**src/rtl/memory_game_pkg.sv**
```systemverilog
// Shared types and constants for the memory game: note width, debounce default, game states.
package memory_game_pkg;

    localparam int unsigned NUM_NOTES        = 4;
    localparam int unsigned DEBOUNCE_DEFAULT = 500000;

    typedef logic [NUM_NOTES-1:0] note_t;

    // Game controller state encodings, shared with the controller.
    typedef enum logic [2:0] {
        GS_IDLE      = 3'd0,
        GS_SHOW      = 3'd1,
        GS_WAIT_RESP = 3'd2,
        GS_CHECK     = 3'd3,
        GS_WIN       = 3'd4,
        GS_LOSE      = 3'd5
    } game_state_t;

endpackage

```
**src/rtl/key_debouncer.sv**
```systemverilog
// One note key: two-flop synchroniser on the raw active-low pin, then a
// stability counter that only accepts a new level after it has held for
// DEBOUNCE_CYCLES consecutive cycles.
module key_debouncer
    import memory_game_pkg::*;
#(
    parameter int unsigned DEBOUNCE_CYCLES = DEBOUNCE_DEFAULT
) (
    input  logic clk,
    input  logic reset,
    input  logic key_n,
    output logic stable
);

    localparam int unsigned CNT_W = $clog2(DEBOUNCE_CYCLES + 1);
    localparam logic [CNT_W-1:0] CNT_LAST = CNT_W'(DEBOUNCE_CYCLES - 1);

    logic             meta_q;
    logic             sync_q;
    logic             sync;
    logic [CNT_W-1:0] cnt_q;
    logic [CNT_W-1:0] cnt_d;
    logic             stable_d;

    // Synchroniser flops; reset to the released (high) pin level.
    always_ff @(posedge clk) begin
        if (reset) begin
            meta_q <= 1'b1;
            sync_q <= 1'b1;
        end else begin
            meta_q <= key_n;
            sync_q <= meta_q;
        end
    end

    assign sync = ~sync_q;

    // Count cycles of disagreement; accept the new level on the last one.
    always_comb begin
        cnt_d    = '0;
        stable_d = stable;
        if (sync != stable) begin
            if (cnt_q == CNT_LAST) begin
                stable_d = sync;
            end else begin
                cnt_d = cnt_q + CNT_W'(1);
            end
        end
    end

    // Counter and accepted-level registers.
    always_ff @(posedge clk) begin
        if (reset) begin
            cnt_q  <= '0;
            stable <= 1'b0;
        end else begin
            cnt_q  <= cnt_d;
            stable <= stable_d;
        end
    end

endmodule

```
**src/rtl/note_input_capture.sv**
```systemverilog
// Note key front end: debounces the key pins and turns each debounced press
// into one note event held in a single-entry slot behind a valid/ready handshake.
module note_input_capture
    import memory_game_pkg::*;
#(
    parameter int unsigned DEBOUNCE_CYCLES = DEBOUNCE_DEFAULT,
    parameter int unsigned NUM_KEYS        = NUM_NOTES
) (
    input  logic                clk,
    input  logic                reset,
    input  logic [NUM_KEYS-1:0] keys_n,
    input  logic                enable,
    output logic                note_valid,
    input  logic                note_ready,
    output logic [NUM_KEYS-1:0] note_code,
    output logic [NUM_KEYS-1:0] keys_level,
    output logic                overrun
);

    logic [NUM_KEYS-1:0] stable;
    logic [NUM_KEYS-1:0] stable_prev;
    logic [NUM_KEYS-1:0] rise;
    logic                accept;

    logic                note_valid_d;
    logic [NUM_KEYS-1:0] note_code_d;
    logic                overrun_d;

    // One debouncer per key.
    for (genvar i = 0; i < NUM_KEYS; i++) begin : g_key
        key_debouncer #(
            .DEBOUNCE_CYCLES(DEBOUNCE_CYCLES)
        ) u_debouncer (
            .clk   (clk),
            .reset (reset),
            .key_n (keys_n[i]),
            .stable(stable[i])
        );
    end

    assign keys_level = stable;

    // Previous debounced level, for press (0->1) detection.
    always_ff @(posedge clk) begin
        if (reset) begin
            stable_prev <= '0;
        end else begin
            stable_prev <= stable;
        end
    end

    assign rise   = stable & ~stable_prev;
    assign accept = note_valid & note_ready;

    // Holding slot next state: load on press if the slot is free (or draining
    // this cycle), otherwise drop the press and flag overrun. Disabling flushes.
    always_comb begin
        note_valid_d = note_valid;
        note_code_d  = note_code;
        overrun_d    = 1'b0;
        if (!enable) begin
            note_valid_d = 1'b0;
        end else if (|rise) begin
            if (!note_valid || accept) begin
                note_valid_d = 1'b1;
                note_code_d  = rise;
            end else begin
                overrun_d = 1'b1;
            end
        end else if (accept) begin
            note_valid_d = 1'b0;
        end
    end

    // Holding slot registers.
    always_ff @(posedge clk) begin
        if (reset) begin
            note_valid <= 1'b0;
            note_code  <= '0;
            overrun    <= 1'b0;
        end else begin
            note_valid <= note_valid_d;
            note_code  <= note_code_d;
            overrun    <= overrun_d;
        end
    end

endmodule

```
**config.mk**
```make
export PLATFORM = sky130hd
export DESIGN_NAME = note_input_capture
export DESIGN_NICKNAME = d
export VERILOG_FILES = /design/src/rtl/memory_game_pkg.sv /design/src/rtl/key_debouncer.sv /design/src/rtl/note_input_capture.sv
export SDC_FILE = /design/constraint.sdc
export NUM_CORES = 1
export LEC_CHECK = 0
export ABC_AREA = 1
export BUFFER_PORTS_ARGS = -buffer_cell sky130_fd_sc_hd__buf_2
export CAP_MARGIN = 25
export CORE_MARGIN = 5
export CORE_UTILIZATION = 40
export DETAILED_ROUTE_END_ITERATION = 7
export SYNTH_ARGS = -nofsm -noshare
export SYNTH_HDL_FRONTEND = slang
export SYNTH_SLANG_ARGS = --single-unit
```
**constraint.sdc**
```tcl
create_clock -name clk -period 1.8 [get_ports clk]
set_input_delay 0.45 -clock clk [delete_from_list [all_inputs] [get_ports clk]]
set_output_delay 0.45 -clock clk [all_outputs]
set_load 0.01 [all_outputs]
```
-- Yosys cells after proc, flatten, opt, wreduce, memory -nomap -nowiden
Cells that the tools add are included.
- bits in registers: 98
- input port bits: 8
- add/subtract/negate cells: 4
- equal/unequal tests: 9
- muxes and demuxes: 4
- bitwise logic cells: 13
- reductions and logical operators: 16
- operator list (cell ; count):
    19-bit by 1-bit adder with 19-bit output (second input constant) ; 4
    19-bit == test (second input constant) ; 4
    3-bit OR reduction ; 5
    1-bit inverter ; 10
    2-bit AND reduction ; 5
    4-bit bitwise AND ; 1
    1-bit 2-to-1 mux ; 4
    1-bit != test ; 4
    4-bit inverter ; 1
    4-bit OR reduction ; 1
    3-bit AND reduction ; 1
    2-bit by 1-bit != test with 1-bit output (second input constant) ; 1
    2-bit nonzero test ; 1
    2-bit OR reduction ; 1
    1-bit bitwise AND ; 1
    1-bit zero test ; 1
    1-bit logical OR ; 1

-- Depth between registers and ports, before layout
- word-level depth: 5
- gate-level depth with buffers: 9

-- Cells and area by module
Synthesis repeated with hierarchy kept, for this count alone.
- cells, all modules: 739
- area, all modules: 4901.0 um^2
- modules (own cells, without submodules) (module ; times used ; cells each ; area each (um^2)):
    key_debouncer ; 4 ; 169 ; 1116.1
    note_input_capture ; 1 ; 63 ; 436.7

-- Least setup slack after synthesis
Ideal clock, no wire load.
- path type: reg2reg
- from: register g_key[0].u_debouncer.cnt_q[0]
- to: register g_key[0].u_debouncer.cnt_q[9]
- setup time: 0.115 ns
- data arrival time: 1.281 ns
- required time: 1.685 ns
- slack: 0.405 ns
- cell stages (with the launch flop): 8
- buffers on the path: 1
- clock period less this slack: 1.395 ns
- cells stage by stage: dfxtp_1 ha_1 nand3_4 nor3_4 nand2_2 nand2_4 buf_6 nor2_1
- longest elaborated chain between the ends: 2
- RTL lines (item ; line ; text):
    start, declared ; key_debouncer.sv:21 ; logic [CNT_W-1:0] cnt_q;
    start signal, assigned ; key_debouncer.sv:57 ; cnt_q <= cnt_d;
    branches (longest 2 deep; another with 19-bit by 1-bit adder with 19-bit output) ; -- ;
Several ways; the timed one is not identified.
A chain may end at the register's enable or synchronous reset.

-- Worst setup path after layout
- from: register g_key[0].u_debouncer.cnt_q[0]
- to: register g_key[0].u_debouncer.cnt_q[16]
The elaborated chain is that of the path after synthesis.

==> reports/qor.csv <==
metric,value,unit
grt_util_met1,0.1833,
syn_area_per_cell,6.800,sq um
irDropWorstVdd,0.4443,mV
clock-sinks,98,
clock-root-buffer,clkbuf_16,
timing.rr.start,g_key[0].u_debouncer.cnt_q[0]$_SDFF_PP0_,
synth_top_cell_by_area,dfxtp_1,
globalplace.congestion,0.8636,
numCtsBuffers,9,
status,finished clean,
clock_skew,0.004298,ns
r2r_end,g_key[0].u_debouncer.cnt_q[16]$_SDFF_PP0_,
io_buffers,17,
cap_violations,0,
max_freq,630.7,MHz
min_path_type,input pin to flip-flop,
slew_headroom,0.7635,
path_delay_family,simple AND/OR/NAND/NOR gates,
grt_use_met2,0.2112,
synth.net_count,711,
cts_hold_buf,0,
dp_hpwl,7.045,mm
cp_max_fo,18,
synth_area_leaders,"dfxtp_1 (41%), nor2_1 (13%), nand2_1 (12%)",
path_common_cell,inv_1,
ys_top_cells_by_count,"nor2_1 (160), nand2_1 (158), dfxtp_1 (98)",
post-synth-top-count-cell,nor2_1,
avgViaCountPerCell,4.677,
leakagePower,1.897,nW
postSynth.asyncResetShare,0,
fp-row-count,39,
finalCriticalPeriod,1.585,ns
ys_seq_area_frac,0.4127,
first_pass_iters,4,
n_antenna_cell,0,
cp.depth,8,
met3_usage,0.02938,
grt_pass1_wl,16.19,mm
tns,0,ns
cts_setup_buffers,0,
dr_total_vias,4060,
io_pins,18,
drt-initial-drc-count,169,
cp.required,2.04,ns
cts_resized,0,
grt_pass1_vias,3713,
nFillCells,1184,
crit_slowest_cell,dfxtp_1,
placed_cells,852,
drc_errors,0,
final_cell_area,0.005251,sq mm
synth_cell_types,27,
synth-edff-count,0,
crit_chain,"ha_1, nand3_4, nor3_4, nand2_2, nand2_4, inv_1, nand2_1, inv_1",
min_path_cells,2,
finalSetupViolCount,0,
grt_usage,0.1376,
period_share,0.8808,
holdWs,0.2879,ns
cts_tree,built,
max_slew.worst_pin.slew,0.3535,ns
critPathArrivalTime,1.83,ns
ys_warn_count,0,
fp.dieW,119.0,microns
htree_levels,3,
overflow,0,
syn-cell-area,0.004753,sq mm
coreArea,0.01152,sq mm
antenna_found_initial,0,
rsz0062_at_grt,false,
ys_ff_latch,98,
path_buf_inv,2,
dieArea,0.01416,sq mm
rr_worst_depth,8,
cts.reportedPaths.clkPinSlew,0.06,ns
nets,732,
setup.worst_path.class,flip-flop to flip-flop,
wl,9.302,mm
p_per_area,774.0,mW/mm^2
die_y,119.0,microns
fin_cells,868,
grt_max_degree,19,
critPathLaunchType,flip-flop,
busiest_layer,met2,
syn_to_final_growth,10.48,%
placed_area,0.004962,sq mm
synth-main-ff-cell,dfxtp_1,
drive_gt1_frac,0.08552,
reg2reg_slack,0.21,ns
floorplan.initialDensity,0.4128,
min-delay-start,keys_n[2],
synth_top_area_frac,0.4127,
clock_path_buffers,2,
endpoint_kind,flip-flop,
final_max_slew_viol_count,0,
final_antenna_net_count,0,
slowest_delay,0.40,ns
avgRoutedWirePerCell,10.72,microns
final_hold_viol_count,0,
synthCells,699,
hold_end,g_key[2].u_debouncer.meta_q$_SDFF_PP1_,
clk_latency,0.34,ns
## placed cells by master (no fill, tap or decap), types with 3 or more instances in the layout
master     netlist  layout
a21oi_1         28      28
buf_2            2      17
buf_4            5       4
clkbuf_16        0       9
clkbuf_8         0       3
dfxtp_1         98      98
ha_1             4       4
inv_1           86      86
nand2_1        158     158
nand2_2          5       4
nand3_1         55      55
nand4_1         14      14
nor2_1         160     160
nor2_2           3       3
nor3_1           3       3
o21ai_0         15      15
or2_0            5       5
or2_2           12      12
xnor2_1         12      12
xor2_1          20      20
## worst max-delay path by stage
stage / startpoint / endpoint / slack [ns]
floorplan: g_key[0].u_debouncer.cnt_q[0]$_SDFF_PP0_ / g_key[0].u_debouncer.cnt_q[9]$_SDFF_PP0_ / 0.40
global placement: g_key[3].u_debouncer.cnt_q[0]$_SDFF_PP0_ / g_key[3].u_debouncer.cnt_q[0]$_SDFF_PP0_ / 0.23
detailed placement: g_key[3].u_debouncer.cnt_q[0]$_SDFF_PP0_ / g_key[3].u_debouncer.cnt_q[0]$_SDFF_PP0_ / 0.15
CTS: g_key[3].u_debouncer.cnt_q[0]$_SDFF_PP0_ / g_key[3].u_debouncer.cnt_q[0]$_SDFF_PP0_ / 0.15
global route: g_key[3].u_debouncer.cnt_q[0]$_SDFF_PP0_ / g_key[3].u_debouncer.cnt_q[17]$_SDFF_PP0_ / 0.04
finish: g_key[0].u_debouncer.cnt_q[0]$_SDFF_PP0_ / g_key[0].u_debouncer.cnt_q[16]$_SDFF_PP0_ / 0.21
## kinds of logic (layout without fill, tap and decap cells)
group,after synthesis,in the layout,synth area share
xor gates and xnor gates,32,32,0.05896
buffers and inverters,97,123,0.08581
and+or+nand+nor,423,423,0.3835
adders and majority gates,4,4,0.01053
AOI/OAI and AO/OA,45,45,0.04843
DFF,98,98,0.4127
## per-stage QoR
| step | utilization | total power (W) | worst slack, ns |
|---|---|---|---|
| 3_5_place_dp | 0.4309 | 0.002290 | 0.1473 |
| 3_3_place_gp | 0.4309 | 0.002289 | 0.2332 |
| 6_report | 0.4560 | 0.004064 | 0.2146 |
| 4_1_cts | 0.4556 | 0.004142 | 0.1458 |
| 5_1_grt | 0.4560 | 0.004237 | 0.04364 |
| 2_1_floorplan | - | 0.002271 | 0.4047 |
## flip-flops by register name (all words and copies together) (netlist names)
register / cells
note_valid: 1
g_key.u_debouncer.cnt_q: 76
stable_prev: 4
overrun: 1
g_key.u_debouncer.stable: 4
g_key.u_debouncer.sync_q: 4
note_code: 4
g_key.u_debouncer.meta_q: 4
## power by group
part | switching [W] | internal [W]
Clock | 0.000777 | 0.00105
Sequential | 0.00000576 | 0.00218
Combinational | 0.0000333 | 0.0000222
Total | 0.000816 | 0.00325
## area by class of cell
class                   instances  area, sq um  share of cell area
inverters                      86        322.8             0.06147
clock inverters                 2        10.01            0.001906
well taps                     143        178.9             0.03407
multi-input cells             504         2389              0.4548
repair buffers                 21        115.1             0.02192
clock buffers                  14        274.0             0.05218
flip-flops and latches         98         1962              0.3736
## routing by layer
| metal | vias to the layer above | share of wire |
|---|---|---|
| met1 | 1797 | 0.51 |
| met3 | 13 | 0.030 |
| li1 | 2200 | - |
| met4 | 0 | 0.025 |
| met2 | 50 | 0.44 |
| met5 | - | 0 |
Note: power is estimated with default switching activity, not from simulation.
